**src/rtl/sprite_cmd_pkg.sv**
```systemverilog
// Shared definitions for the sprite command queue: command-word field layout,
// special info codes, the idle word and the issue FSM state type.
package sprite_cmd_pkg;

   // Command word layout: [31:26] sub_comp, [25:21] child, [20:17] info,
   // [16:14] type, [13] pp_selc, [12:0] msg
   localparam int unsigned MSG_LSB      = 0;
   localparam int unsigned MSG_W        = 13;
   localparam int unsigned PP_SELC_BIT  = 13;
   localparam int unsigned TYPE_LSB     = 14;
   localparam int unsigned TYPE_W       = 3;
   localparam int unsigned INFO_LSB     = 17;
   localparam int unsigned INFO_W       = 4;
   localparam int unsigned CHILD_LSB    = 21;
   localparam int unsigned CHILD_W      = 5;
   localparam int unsigned SUB_COMP_LSB = 26;
   localparam int unsigned SUB_COMP_W   = 6;

   localparam logic [3:0]  INFO_WRITE = 4'h1;
   localparam logic [3:0]  INFO_FLUSH = 4'hF;
   localparam logic [31:0] IDLE_WORD  = 32'h0000_0000;

   typedef enum logic [0:0] {
      ISSUE   = 1'b0,
      WAIT_VB = 1'b1
   } cmdq_state_t;

   // Extract the info field of a command word.
   function automatic logic [3:0] cmd_info(input logic [31:0] word);
      return word[INFO_LSB +: INFO_W];
   endfunction

   // Replace the buffer-select bit of a command word.
   function automatic logic [31:0] set_pp_selc(input logic [31:0] word, input logic pp);
      logic [31:0] res;
      res              = word;
      res[PP_SELC_BIT] = pp;
      return res;
   endfunction

endpackage

```
**src/rtl/cmd_fifo.sv**
```systemverilog
// First-word-fall-through synchronous FIFO. The head word is visible whenever
// the FIFO is non-empty; pushes when full and pops when empty are ignored.
module cmd_fifo #(
   parameter  int unsigned DEPTH = 16,
   parameter  int unsigned WIDTH = 32,
   localparam int unsigned AW    = $clog2(DEPTH),
   localparam int unsigned LW    = AW + 1
) (
   input  logic             clk,
   input  logic             reset,
   input  logic             push,
   input  logic             pop,
   input  logic [WIDTH-1:0] push_data,
   output logic [WIDTH-1:0] head,
   output logic [LW-1:0]    level,
   output logic             full,
   output logic             empty
);

   logic [WIDTH-1:0] mem_q [DEPTH];
   logic [WIDTH-1:0] mem_d [DEPTH];
   logic [AW-1:0]    wr_ptr_q, wr_ptr_d;
   logic [AW-1:0]    rd_ptr_q, rd_ptr_d;
   logic [LW-1:0]    level_q, level_d;
   logic             do_push_s, do_pop_s;

   assign full  = (level_q == LW'(DEPTH));
   assign empty = (level_q == {LW{1'b0}});
   assign head  = mem_q[rd_ptr_q];
   assign level = level_q;

   // Next-state for storage, pointers and occupancy; pointers wrap naturally (power-of-two depth).
   always_comb begin
      do_push_s = push && !full;
      do_pop_s  = pop && !empty;
      mem_d     = mem_q;
      wr_ptr_d  = wr_ptr_q;
      rd_ptr_d  = rd_ptr_q;
      level_d   = level_q;
      if (do_push_s) begin
         mem_d[wr_ptr_q] = push_data;
         wr_ptr_d        = wr_ptr_q + AW'(1);
      end else begin
         wr_ptr_d = wr_ptr_q;
      end
      if (do_pop_s) begin
         rd_ptr_d = rd_ptr_q + AW'(1);
      end else begin
         rd_ptr_d = rd_ptr_q;
      end
      case ({do_push_s, do_pop_s})
         2'b10:   level_d = level_q + LW'(1);
         2'b01:   level_d = level_q - LW'(1);
         default: level_d = level_q;
      endcase
   end

   // FIFO state registers; reset discards all stored words.
   always_ff @(posedge clk or negedge reset) begin
      if (!reset) begin
         for (int i = 0; i < DEPTH; i++) begin
            mem_q[i] <= {WIDTH{1'b0}};
         end
         wr_ptr_q <= {AW{1'b0}};
         rd_ptr_q <= {AW{1'b0}};
         level_q  <= {LW{1'b0}};
      end else begin
         mem_q    <= mem_d;
         wr_ptr_q <= wr_ptr_d;
         rd_ptr_q <= rd_ptr_d;
         level_q  <= level_d;
      end
   end

endmodule

```
**src/rtl/sprite_cmd_queue.sv**
```systemverilog
// Sprite command queue: buffers host command words, issues one per cycle on the
// shared writedata bus with the buffer-select bit forced to the back buffer, and
// holds buffer-swap (flush) commands until vertical blank, at most one per frame.
module sprite_cmd_queue
   import sprite_cmd_pkg::*;
#(
   parameter  int unsigned DEPTH       = 16,
   parameter  logic [9:0]  VBLANK_LINE = 10'd480,
   localparam int unsigned LW          = $clog2(DEPTH) + 1
) (
   input  logic          clk,
   input  logic          reset,
   input  logic          wr_valid,
   input  logic [31:0]   wr_data,
   output logic          wr_ready,
   input  logic [9:0]    hcount,
   input  logic [9:0]    vcount,
   output logic [31:0]   writedata_out,
   output logic          pp_active,
   output logic [LW-1:0] fifo_level,
   output logic          overflow
);

   cmdq_state_t   state_q, state_d;
   logic [31:0]   wdata_q, wdata_d;
   logic          pp_q, pp_d;
   logic          armed_q, armed_d;
   logic          ovf_q, ovf_d;
   logic          push_s, pop_s, flush_issue_s;
   logic          vblank_s, arm_s;
   logic [31:0]   head_s;
   logic [LW-1:0] level_s;
   logic          full_s, empty_s;

   assign wr_ready      = !full_s;
   assign push_s        = wr_valid && !full_s;
   assign vblank_s      = (vcount >= VBLANK_LINE);
   assign arm_s         = (vcount < VBLANK_LINE) || ((vcount == 10'd0) && (hcount == 10'd0));
   assign writedata_out = wdata_q;
   assign pp_active     = pp_q;
   assign fifo_level    = level_s;
   assign overflow      = ovf_q;

   cmd_fifo #(
      .DEPTH (DEPTH),
      .WIDTH (32)
   ) u_fifo (
      .clk       (clk),
      .reset     (reset),
      .push      (push_s),
      .pop       (pop_s),
      .push_data (wr_data),
      .head      (head_s),
      .level     (level_s),
      .full      (full_s),
      .empty     (empty_s)
   );

   // Issue FSM: pop and rewrite normal words, park on a flush head until an armed vblank.
   always_comb begin
      state_d       = state_q;
      wdata_d       = IDLE_WORD;
      pp_d          = pp_q;
      pop_s         = 1'b0;
      flush_issue_s = 1'b0;
      case (state_q)
         ISSUE: begin
            if (empty_s) begin
               state_d = ISSUE;
            end else if (cmd_info(head_s) == INFO_FLUSH) begin
               state_d = WAIT_VB;
            end else begin
               pop_s   = 1'b1;
               wdata_d = set_pp_selc(head_s, ~pp_q);
            end
         end
         WAIT_VB: begin
            if (vblank_s && armed_q) begin
               pop_s         = 1'b1;
               flush_issue_s = 1'b1;
               wdata_d       = set_pp_selc(head_s, ~pp_q);
               pp_d          = ~pp_q;
               state_d       = ISSUE;
            end else begin
               state_d = WAIT_VB;
            end
         end
         default: begin
            state_d = ISSUE;
         end
      endcase
   end

   // Frame arming (one swap per frame) and sticky overflow on dropped pushes.
   always_comb begin
      armed_d = armed_q;
      ovf_d   = ovf_q;
      if (flush_issue_s) begin
         armed_d = 1'b0;
      end else if (arm_s) begin
         armed_d = 1'b1;
      end else begin
         armed_d = armed_q;
      end
      if (wr_valid && full_s) begin
         ovf_d = 1'b1;
      end else begin
         ovf_d = ovf_q;
      end
   end

   // Control and output registers.
   always_ff @(posedge clk or negedge reset) begin
      if (!reset) begin
         state_q <= ISSUE;
         wdata_q <= IDLE_WORD;
         pp_q    <= 1'b0;
         armed_q <= 1'b1;
         ovf_q   <= 1'b0;
      end else begin
         state_q <= state_d;
         wdata_q <= wdata_d;
         pp_q    <= pp_d;
         armed_q <= armed_d;
         ovf_q   <= ovf_d;
      end
   end

endmodule

```
**config.mk**
```make
export PLATFORM = sky130hd
export DESIGN_NAME = sprite_cmd_queue
export DESIGN_NICKNAME = d
export VERILOG_FILES = /design/src/rtl/sprite_cmd_pkg.sv /design/src/rtl/cmd_fifo.sv /design/src/rtl/sprite_cmd_queue.sv
export SDC_FILE = /design/constraint.sdc
export NUM_CORES = 1
export LEC_CHECK = 0
export CORE_UTILIZATION = 65
export CTS_BUF_LIST = sky130_fd_sc_hd__clkbuf_8
export CTS_CLUSTER_DIAMETER = 40
export DETAILED_ROUTE_END_ITERATION = 10
export PLACE_DENSITY = 0.89
export SLEW_MARGIN = 20
export SYNTH_ARGS = -nofsm -noshare
export SYNTH_HDL_FRONTEND = slang
export SYNTH_HIERARCHICAL = 1
export SYNTH_SLANG_ARGS = --single-unit
```
**constraint.sdc**
```tcl
create_clock -name clk -period 6 [get_ports clk]
set_clock_uncertainty 0.15 [all_clocks]
set_input_delay 1.8 -clock clk [delete_from_list [all_inputs] [get_ports clk]]
set_output_delay 1.8 -clock clk [all_outputs]
set_load 0.1 [all_outputs]
```
==> results.yml <==
drt:
  dr.pass1.iters: 5
  antenna_left: 0
  route.detailed.vias_per_inst: 6.43
  drc: 0
  routedWlPerCell_um: 25.5
  drt-total-wl_mm: 58.2
  drtIter0Drc: 1054
  vias: 14700
yosys:
  synth_nets: 1703
  postSynthAreaPerCell_sq_um: 15.2
  yosysWarnings: 6
  synthCells: 1638
  syn-cell-area_sq_um: 24900
clocking:
  clockBufferDepth: 3
  cts_hold_buf: 0
  clk_latency_ns: 0.66
  cts_made_buffers: 87
  htreeDepth: 3
  root_buffer: "clkbuf_8"
  cts-resized-gates: 0
  cts_tree: "yes"
  post_cts_buffers: 0
  clkTransAtPathRegs_ns: 0.06
  clock_sinks: 545
die:
  die_w_um: 198
  initial_core_util_pct: 66.1
  rows: 71
  die-area_sq_um: 39100
  pin_count: 95
  die_y_um: 198
  core_region_area_sq_um: 37700
setup_path:
  cp.depth: 4
  path_buf_inv: 2
  start_kind: "register"
  arrival_ns: 2.81
  crit_path_end: "wr_ready"
  cp-end-kind: "primary output"
  regToRegStartpoint: "u_fifo/rd_ptr_q[1]"
  crit_path_max_fanout: 6
  worstPathRequired_ns: 4.05
  crit_slowest_cell: "clkdlybuf4s50_1"
  cp_top_family: "buffers and inverters"
  rr_endpoint: "u_fifo/level[4]"
  worstSetupPathType: "reg -> out"
  reg2reg_slack_ns: 1.29
  crit_start: "u_fifo/level[0]"
  cpPeakStageDelay_ns: 0.97
  worst-r2r-cell-count: 14
  worstPathCellList: "nor4_2 > and2_1 > inv_1 > clkdlybuf4s50_1"
place:
  numPortBuffers: 78
  dp_slack_ns: 1.01
  place.gp.congestion: 0.789
  dp_hpwl_mm: 32.0
run_status:
  status: "completed"
timing:
  hold_ws_ns: 0.324
  finalHoldViolCount: 0
  setup_ws_ns: 1.24
  period_needed_ns: 4.76
  fin_crit_sh_pct: 79.4
  clock.fmax_ghz: 0.210
  setup_tns_ns: 0
  finalSetupViolations: 0
  slew_headroom_pct: 33.0
  slew_violations: 0
  tightest_slew_ns: 1.00
  rsz0062_at_grt: "false"
job:
  cap_violations: 0
global_route:
  antenna_found_initial: 3
  grt_pass1_wl_mm: 91.0
  overflow: 0
  grt_usage_pct: 30.9
  grt_pass1_vias: 15900
  grt_max_degree: 113
final_layout:
  syn_to_final_growth_pct: 11.3
  drive_gt1_share_pct: 40.4
  postLayoutCoreUtil_pct: 73.6
  final_nets: 1764
power_and_ir_drop:
  fin_total_pwr_mw: 17.0
  worst_ir_drop_vdd_mv: 0.503
  p_leak_nw: 12.8
  p_per_area_nw_per_um2: 614
min_path:
  min_from: "overflow"
  hold_class: "reg -> reg"
cell type report:
type	count	area [sq um]
Inverter	7	26.3
Tap cell	511	639
Clock buffer	114	1570
Antenna cell	3	7.51
Fill cell	2241	9960
Timing Repair Buffer	112	1090
Sequential cell	545	13600
Multi-Input combinational cell	946	10500
Clock inverter	44	272
worst register-to-register path, stage by stage, from the launching register on:
cell	delay, ns
dfrtp_4	0.72
nor2b_4	0.63
buf_4	0.37
a221oi_1	0.13
a22oi_1	0.19
nand2_1	0.12
and4_4	0.21
o32ai_4	0.38
o21a_1	0.36
ha_1	0.34
ha_1	0.31
a21o_1	0.17
a21oi_1	0.17
mux2i_1	0.23
xnor2_1	0.14
metal layers:
metal / GRT usage, % / vias up / share of wire [%]
li1: - / 6208 / -
met3: 5.23 / 119 / 6.1
met2: 51.3 / 556 / 50
met5: 0 / - / 0
met4: 11.4 / 0 / 2.9
met1: 41.3 / 7784 / 41
stage by stage:
stage               cell area (sq um)  std cells
floorplan                       24900       1638
global placement                25900       2121
detailed placement              25900       2121
CTS                             27700       2279
global route                    27700       2281
finish                          27700       2282
state kept, by name (all words and copies together), names as in the netlist:
register	flops
pp_active	1
overflow	1
u_fifo/wr_ptr_q	4
armed_q	1
u_fifo/level	5
state_q	1
writedata_out	32
u_fifo/mem_q	496
u_fifo/rd_ptr_q	4
where the power goes:
| part | switching [mW] | internal [mW] |
|---|---|---|
| clock network | 1.45 | 1.83 |
| registers | 1.11 | 5.45 |
| logic | 3.75 | 3.42 |
| total | 6.31 | 10.7 |
layout by cell type, fill, tap and decap left out, drive strengths merged, types with 8 or more instances in the layout:
cell / n
ha: 9
inv: 36
a22oi: 31
clkdlybuf4s50: 77
nand2: 37
clkinv: 9
mux2: 498
o21ai: 34
clkbuf: 114
dfrtp: 544
nand3: 13
mux2i: 125
xnor2: 8
and2: 33
mux4: 62
a221oi: 62
buf: 35
worst min path at each step:
stage | endpoint | depth (start not counted)
5_1_grt | overflow | 1
2_1_floorplan | u_fifo/mem_q[163] | 1
6_report | overflow | 1
4_1_cts | overflow | 1
3_3_place_gp | overflow | 1
3_5_place_dp | overflow | 1
(Power assumes the default switching activity.)
